===== config.mk =====
export PLATFORM = sky130hd
export DESIGN_NAME = piso_frame_tx_flat
export DESIGN_NICKNAME = d
export VERILOG_FILES = /design/src/rtl/piso_frame_tx_pkg.sv /design/src/rtl/piso_frame_tx_if.sv /design/src/rtl/piso_frame_tx.sv /design/src/flat_wrapper.sv
export SDC_FILE = /design/constraint.sdc
export NUM_CORES = 1
export LEC_CHECK = 0
export CORE_MARGIN = 5
export CORE_UTILIZATION = 44
export CTS_CLUSTER_SIZE = 12
export DETAILED_ROUTE_END_ITERATION = 16
export GPL_ROUTABILITY_DRIVEN = 0
export PLACE_DENSITY = 0.71
export SYNTH_ARGS = -nofsm -noshare
export SYNTH_HDL_FRONTEND = slang
export SYNTH_SLANG_ARGS = --single-unit

===== constraint.sdc =====
create_clock -name clk -period 1.39 [get_ports clk]
set_clock_uncertainty 0.1 [all_clocks]
set_input_delay 0.2085 -clock clk [delete_from_list [all_inputs] [get_ports clk]]
set_output_delay 0.2085 -clock clk [all_outputs]
set_load 0.05 [all_outputs]

===== src/rtl/piso_frame_tx_pkg.sv =====
// Shared definitions for the parallel-in serial-out frame transmitter.
// Holds the FSM state encoding and the line-level constants. The matching
// receiver imports the same package so both ends agree on framing.
package piso_frame_tx_pkg;

  // Frame states. The 3-bit encoding is fixed so that other blocks can
  // decode the state directly.
  typedef enum logic [2:0] {
    IDLE   = 3'd0,
    START  = 3'd1,
    DATA   = 3'd2,
    PARITY = 3'd3,
    STOP   = 3'd4
  } tx_state_t;

  // Line levels: the line marks high when idle, a start bit pulls it low,
  // and a stop bit returns it high.
  localparam logic LINE_IDLE = 1'b1;
  localparam logic START_BIT = 1'b0;
  localparam logic STOP_BIT  = 1'b1;

endpackage


===== src/rtl/piso_frame_tx_if.sv =====
// Load/line bundle for piso_frame_tx.
//   data_in    : word to transmit (WIDTH bits)
//   load_valid : data_in is valid
//   load_ready : transmitter accepts a word this cycle
//   serial_out : line output, idles high
//   busy       : a frame is on the line (START through STOP)
//   done       : one-cycle pulse during the stop bit
// master = word producer, slave = transmitter.
interface piso_frame_tx_if #(
  parameter int WIDTH = 4
);
  logic [WIDTH-1:0] data_in;
  logic             load_valid;
  logic             load_ready;
  logic             serial_out;
  logic             busy;
  logic             done;

  modport master (
    output data_in, load_valid,
    input  load_ready, serial_out, busy, done
  );

  modport slave (
    input  data_in, load_valid,
    output load_ready, serial_out, busy, done
  );
endinterface


===== src/rtl/piso_frame_tx.sv =====
// Parallel-in, serial-out frame transmitter.
// Accepts a WIDTH-bit word over a valid/ready handshake and sends it as a
// start bit, WIDTH data bits (LSB or MSB first), an optional even-parity
// bit, and a stop bit. A new word may be accepted during the stop bit, so
// frames can run back to back with no idle gap.
// Ports:
//   clk   : clock, rising edge
//   reset : synchronous, active-high; aborts any frame in flight
//   bus   : piso_frame_tx_if slave modport (data_in, load_valid,
//           load_ready, serial_out, busy, done)
// Parameters:
//   WIDTH     : data word width, 2..32
//   PARITY_EN : 1 inserts an even-parity bit after the data bits
//   MSB_FIRST : 1 sends the MSB first, 0 the LSB first
module piso_frame_tx #(
  parameter int WIDTH     = 4,
  parameter int PARITY_EN = 1,
  parameter int MSB_FIRST = 0
) (
  input  logic            clk,
  input  logic            reset,
  piso_frame_tx_if.slave  bus
);
  import piso_frame_tx_pkg::*;

  localparam int              CNT_W    = $clog2(WIDTH);
  localparam logic [CNT_W-1:0] LAST_BIT = CNT_W'(WIDTH - 1);

  tx_state_t        state;
  logic [WIDTH-1:0] shreg;
  logic             par;
  logic [CNT_W-1:0] cnt;
  logic             serial_q;
  logic             busy_q;
  logic             done_q;
  logic             ready;
  logic             accept;

  // Bit currently at the transmitting end of the shift register.
  function automatic logic end_bit(input logic [WIDTH-1:0] w);
    return (MSB_FIRST != 0) ? w[WIDTH-1] : w[0];
  endfunction

  // Move the next bit to the transmitting end.
  function automatic logic [WIDTH-1:0] shift_once(input logic [WIDTH-1:0] w);
    return (MSB_FIRST != 0) ? {w[WIDTH-2:0], 1'b0} : {1'b0, w[WIDTH-1:1]};
  endfunction

  // Ready depends only on state and reset, never on load_valid.
  assign ready  = !reset && ((state == IDLE) || (state == STOP));
  assign accept = bus.load_valid && ready;

  assign bus.load_ready = ready;
  assign bus.serial_out = serial_q;
  assign bus.busy       = busy_q;
  assign bus.done       = done_q;

  // Outputs are registered with the value belonging to the state being
  // entered, so each line level appears in the same cycle as its state.
  always_ff @(posedge clk) begin
    if (reset) begin
      state    <= IDLE;
      shreg    <= '0;
      par      <= 1'b0;
      cnt      <= '0;
      serial_q <= LINE_IDLE;
      busy_q   <= 1'b0;
      done_q   <= 1'b0;
    end else begin
      done_q <= 1'b0;
      if (accept) begin
        state    <= START;
        shreg    <= bus.data_in;
        par      <= ^bus.data_in;
        cnt      <= '0;
        serial_q <= START_BIT;
        busy_q   <= 1'b1;
      end else begin
        case (state)
          IDLE: begin
            serial_q <= LINE_IDLE;
            busy_q   <= 1'b0;
          end
          START: begin
            state    <= DATA;
            serial_q <= end_bit(shreg);
            shreg    <= shift_once(shreg);
          end
          DATA: begin
            if (cnt == LAST_BIT) begin
              if (PARITY_EN != 0) begin
                state    <= PARITY;
                serial_q <= par;
              end else begin
                state    <= STOP;
                serial_q <= STOP_BIT;
                done_q   <= 1'b1;
              end
            end else begin
              cnt      <= cnt + CNT_W'(1);
              serial_q <= end_bit(shreg);
              shreg    <= shift_once(shreg);
            end
          end
          PARITY: begin
            state    <= STOP;
            serial_q <= STOP_BIT;
            done_q   <= 1'b1;
          end
          default: begin
            // STOP with no new word, or an illegal encoding: back to idle.
            state    <= IDLE;
            serial_q <= LINE_IDLE;
            busy_q   <= 1'b0;
          end
        endcase
      end
    end
  end

endmodule


===== src/flat_wrapper.sv =====
// flat-port wrapper written by rule: the top's interface ports become plain ports
module piso_frame_tx_flat import piso_frame_tx_pkg::*;
#(
  parameter int WIDTH     = 4,
  parameter int PARITY_EN = 1,
  parameter int MSB_FIRST = 0
)
  (clk, reset, bus_data_in, bus_load_valid, bus_load_ready, bus_serial_out, bus_busy, bus_done);
  piso_frame_tx_if #(.WIDTH(WIDTH)) bus_i ();
  input  logic clk;
  input  logic reset;
  input wire logic [$bits(bus_i.data_in)-1:0] bus_data_in;
  input wire logic [$bits(bus_i.load_valid)-1:0] bus_load_valid;
  output wire logic [$bits(bus_i.load_ready)-1:0] bus_load_ready;
  output wire logic [$bits(bus_i.serial_out)-1:0] bus_serial_out;
  output wire logic [$bits(bus_i.busy)-1:0] bus_busy;
  output wire logic [$bits(bus_i.done)-1:0] bus_done;
  assign bus_i.data_in = bus_data_in;
  assign bus_i.load_valid = bus_load_valid;
  assign bus_load_ready = bus_i.load_ready;
  assign bus_serial_out = bus_i.serial_out;
  assign bus_busy = bus_i.busy;
  assign bus_done = bus_i.done;
  piso_frame_tx #(.WIDTH(WIDTH), .PARITY_EN(PARITY_EN), .MSB_FIRST(MSB_FIRST)) u_core (.clk(clk), .reset(reset), .bus(bus_i));
endmodule

* Word level (Yosys, flattened, before mapping) *
Index checks and enable logic that the tools add are counted.

storage, ports and cells
  register bits = 13
  latch bits = 0
  RAM bits = 0
  bits in read-only memories = 0
  input bits = 7
  output and inout port bits = 4
  logic and storage cells = 46
  memories = 0

cells by class
  $add $sub $neg = 1
  multipliers = 0
  divide/modulo/power cells = 0
  order comparisons = 0
  equal/unequal tests = 10
  shift operators = 0
  mux-type cells = 12
  bitwise logic cells = 2
  reductions and logical operators = 13

operators by type and width
  cell                                                              number
  3-bit one-hot mux with 4 select lines                             1
  4-bit two-way mux                                                 2
  4-bit one-hot mux with 2 select lines                             1
  2-bit AND reduction                                               4
  3-bit by 2-bit == test with 1-bit output (second input constant)  2
  1-bit two-way mux                                                 6
  2-bit by 1-bit != test with 1-bit output (second input constant)  3
  4-bit XOR reduction                                               1
  3-bit by 1-bit == test with 1-bit output (second input constant)  1
  3-bit == test (second input constant)                             1
  3-bit logical NOT                                                 1
  3-bit two-way mux                                                 1
  3-bit by 1-bit != test with 1-bit output (second input constant)  1
  3-bit by 2-bit != test with 1-bit output (second input constant)  1
  3-bit nonzero test                                                1
  3-bit OR reduction                                                1
  2-bit by 1-bit adder with 2-bit output (second input constant)    1
  2-bit == test (second input constant)                             1
  1-bit logical AND                                                 2
  1-bit NOT                                                         2
  1-bit one-hot mux with 2 select lines                             1
  2-bit OR reduction                                                1
  1-bit logical NOT                                                 1
  1-bit logical OR                                                  1

* Logic depth before layout (Yosys ltp) *
  depth in word-level cells = 6
  gate-level depth with buffers = 4
  mapped depth without buffers = 4

* Least setup slack after synthesis *
No wires, ideal clock.

  path kind = flip-flop to output port
  from = register u_core.state[0]
  to = output bus_load_ready
  arrival = 1.585 ns
  required time = 1.082 ns
  path slack = -0.504 ns
  cell stages (with the launch flop) = 3
  path buffers = 1
  path through = dfxtp_1 > buf_4 > nor3_1

on the way
  cells in the longest elaborated chain, start to end = 3
  elaborated cells between the ends (all ways) = 4
  classes of those cells = 1 x eq/ne; 3 x reduce/logical

ends and longest elaborated chain
  what                                                       RTL line             source
  from (decl)                                                piso_frame_tx.sv:29  tx_state_t state;
  from (signal assigned)                                     piso_frame_tx.sv:62  state <= IDLE;
  from (signal assigned)                                     piso_frame_tx.sv:72  state <= START;
  from (signal assigned)                                     piso_frame_tx.sv:85  state <= DATA;
  3-bit == test / 3-bit logical NOT (equally long branches)  piso_frame_tx.sv:50  assign ready = !reset && ((state == IDLE) || (state == STOP));
  1-bit logical OR (*)                                       piso_frame_tx.sv:50
  1-bit logical AND (*)                                      piso_frame_tx.sv:50
  to (decl)                                                  flat_wrapper.sv:14   output wire logic [$bits(bus_i.load_ready)-1:0] bus_load_ready;

Every way passes the cells marked *; elsewhere a longest branch is shown, timed or not.

* Worst setup path in the final report *
  from = register u_core.cnt[1]
  to = register u_core.shreg[0]

on the way
  cells in the longest elaborated chain, start to end = 3

ends and longest elaborated chain
  what                                                RTL line              source
  from (decl)                                         piso_frame_tx.sv:32   logic [CNT_W-1:0] cnt;
  from (signal assigned)                              piso_frame_tx.sv:100  cnt <= cnt + CNT_W'(1);
  2-bit == test                                       piso_frame_tx.sv:90   if (cnt == LAST_BIT) begin
  3-bit by 2-bit != test with 1-bit output (no line)  n/a
  2-bit AND reduction (no line)                       n/a
  to (signal assigned)                                piso_frame_tx.sv:73   shreg <= bus.data_in;
  to (signal assigned)                                piso_frame_tx.sv:87   shreg <= shift_once(shreg);
  to (signal assigned)                                piso_frame_tx.sv:102  shreg <= shift_once(shreg);
  to (decl)                                           piso_frame_tx.sv:30   logic [WIDTH-1:0] shreg;

Every way passes these cells.
A chain may end at the register's enable or synchronous reset.

==> results.txt <==
----------------------------------------------------
[Outcome]
  Run status ... finished with violations
  Failing checks ... setup timing

[Clock network]
  CTS Hold Bufs ... 0
  Source-to-sink clock delay at the later pin of the worst-skew pair ... 0.28 ns
  Cell at the root of the clock tree ... clkbuf_4
  Number of clock buffers inserted by TritonCTS ... 3
  Register clock-pin slew on the reported worst setup and hold paths ... approximately 0.07 ns
  CTS max path bufs ... 2
  Number of sinks handled by clock tree synthesis ... 13
  Clock tree from TritonCTS ... built
  Number of H-tree levels ... 1

[Power and ir drop]
  Total power per unit cell area ... 881 mW/mm2
  Share of power burned in registers ... 44.7%
  VDD IR max ... 0.000558 V
  Share of total power in combinational logic ... 30.4%
  Internal portion of total power ... 0.000669 W
  Leak pwr ... 0.418 nW
  Clock Power Share ... 24.8%
  Switching share of power ... 29.0%
  Net load switching power ... 0.000274 W

[Floorplanning]
  Area of the die ... 0.00235 mm2
  Die Height ... 48.5 um
  Initial core utilization ... ~48%
  Die Width ... 48.5 um
  Row Count ... 13
  IO Count ... 11
  Core Footprint ... 0.00135 mm2

[Layout]
  Final core utilization ... between 70% and 80%
  Area growth syn-to-layout ... 64.1%
  Final nets ... ~110
  Flip-flop and latch area ... 270 um2
  Area of the multi-input gates ... roughly 440 um2
  Post-route cell area ... 0.00107 mm2
  Layout cells sized above 1 ... a little over half
  Fill cell instance count of the final layout ... 85
  Number of antenna repair diodes ... 0

[Logic synthesis]
  Share of synthesized flip-flops with an asynchronous set or reset ... 0%
  Fraction of the yosys area taken by sequential cells ... 39.9%
  Area share of the largest cell type after synthesis ... 39.9%
  Cell types occupying the most area after synthesis ... dfxtp_1 40%, a311oi_2 6.9%, xnor2_1 5.4%
  Warning count from the yosys run ... 0
  Post-synthesis area per instance ... 9.88 um2
  Syn nets ... 74
  Cell Area, Synth ... approximately 650 um2
  Commonest register cell after synthesis ... dfxtp_1
  Synthesized netlist cell count ... 66
  Most frequent cells after synthesis ... 13 x dfxtp_1, 6 x o21ai_0, 5 x nor2_1
  Count of flip-flops with a built-in enable after synthesis ... 0
  Count of distinct cell types in the synthesized netlist ... 27
  Largest area contributor in the synthesized netlist ... dfxtp_1
  Number of synthesized register bits ... 13
  Cell with the most instances after synthesis ... dfxtp_1

[Timing]
  Crit share post-route ... 107%
  RSZ-0062 raised after global routing ... true
  Slew @ Worst Pin ... around 0.31 ns
  Relative max-transition margin ... 79.1%
  Final worst setup slack ... -0.101 ns
  Sum of negative setup slack ... -0.470 ns
  Count of final setup violators ... 8
  Number of pins with negative max-slew slack in the final report ... 0
  Post-layout min period ... 1.49 ns
  Final hold violation count ... 0
  Max Freq ... about 0.67 GHz

[Critical path]
  Critical path class ... reg2reg
  Kind of launch point of the worst setup path ... register
  Critical path data required time ... roughly 1.5 ns
  Worst-path fanout max ... 4
  Kind of end point of the critical path ... register
  Worst EP arrival ... around 1.6 ns

[Route]
  Detailed-route DRC error count ... 0
  Routed wire length ... 1620 um
  Detailed Route Iter0 Violations ... 8
  Total via count in the routed design ... 615
  Routed wire length per instance ... 14.6 um
  Residual antenna-violating net count after detailed routing ... 0
  Via/cell ratio ... 5.54
  Router iterations before antenna repair ... 4

[Global route]
  Global Route Usage Sum ... 14.4%
  Largest net degree at the start of global routing ... 8
  Aggregate global routing overflow ... 0
  Via count of the first global-routing pass ... around 640
  Wire length of the first global-routing pass ... about 2600 um
  Number of antenna violations at the first check in global routing ... 0

[Job]
  Max-cap violations ... 0

[Place]
  Area after detailed placement ... 906 um2
  HPWL reported at the end of detailed placement ... between 1000 and 1500 um
  Post-Place Worst Slack ... -0.336 ns
  Number of buffers inserted by port buffering ... 10

[Min path]
  Classification of the worst-slack hold path ... in2reg

----------------------------------------------------
-- sequential cells by signal (all words and copies together) (netlist names) --
register,count
u_core.state,3
u_core.shreg,4
u_core.bus.busy,1
u_core.par,1
u_core.cnt,2
u_core.bus.done,1
u_core.bus.serial_out,1
-- cell families (layout without fill, tap and decap cells) --
kind of cell / after synthesis / after routing / synth area share (%)
compound gates: 13 / 13 / 15.2
simple gates: 29 / 29 / 30.9
mux: 2 / 2 / 3.07
buf+inv: 4 / 34 / 3.64
flops: 13 / 13 / 39.9
fa+ha+maj: 1 / 1 / 1.92
xor+xnor: 4 / 4 / 5.37
-- power groups by stage --
stage | sequential, W | clock [W] | combinational, W
2_1_floorplan | 0.000442 | 0 | 0.000122
3_3_place_gp | 0.000432 | 0 | 0.000227
3_5_place_dp | 0.000433 | 0 | 0.000229
4_1_cts | 0.000420 | 0.000245 | 0.000266
5_1_grt | 0.000425 | 0.000269 | 0.000304
6_report | 0.000422 | 0.000234 | 0.000287
-- final cells by class --
type	instances	area share [%]
multi-input cells	49	41.3
repair buffers	30	29.2
flip-flops and latches	13	25.3
clock buffers	4	2.46
well taps	15	1.75
-- what timing repair did --
item / 4_1_cts / 5_1_grt
pin swaps: 3 / 7
resized for setup: 14 / 10
setup buffers: 8 / 1
gates cloned: 1 / 0
setup endpoints to repair: 8 / 10
-- per-layer routing --
layer  GRT usage, %  share of wire (%)
met4           7.17                1.5
met1           15.7                 43
met3           5.81                5.7
met5              0                  0
met2           23.7                 49
-- worst max-delay path, stage by stage, from the launching register on --
cell and delay [ns]:
dfxtp_2 0.34, ha_4 0.17, or4b_4 0.58, nand3_2 0.09
a311oi_2 0.09
-- placed cells by master (no fill, tap or decap), drive strengths merged, types with 3 or more instances in the layout --
master,n
buf,23
dfxtp,13
o21ai,6
clkdlybuf4s50,5
nor2,5
clkbuf,5
nor3,4
xnor2,4
nand3,3
a311oi,3
-- final timing paths --
| path | cells past startpoint | slack [ns] | end | start |
|---|---|---|---|---|
| min reg2reg | 2 | 0.40 | u_core.shreg[3]$_SDFFE_PP0P_ | u_core.shreg[3]$_SDFFE_PP0P_ |
| min | 4 | 0.31 | u_core.cnt[0]$_SDFFE_PP0P_ | reset |
| max reg2reg | 4 | -0.10 | u_core.shreg[0]$_SDFFE_PP0P_ | u_core.cnt[1]$_SDFFE_PP0P_ |
| max | 4 | -0.10 | u_core.shreg[0]$_SDFFE_PP0P_ | u_core.cnt[1]$_SDFFE_PP0P_ |
-- through the flow --
step / hold slack (ns) / total power [W] / cells
after floorplan: 0.244 / 0.000564 / 66
after global placement: 0.366 / 0.000659 / 98
after detailed placement: 0.363 / 0.000663 / 98
after CTS: 0.371 / 0.000931 / 110
after global routing: 0.298 / 0.000998 / 111
final: 0.310 / 0.000943 / 111
Note: power is estimated with default switching activity, not from simulation.
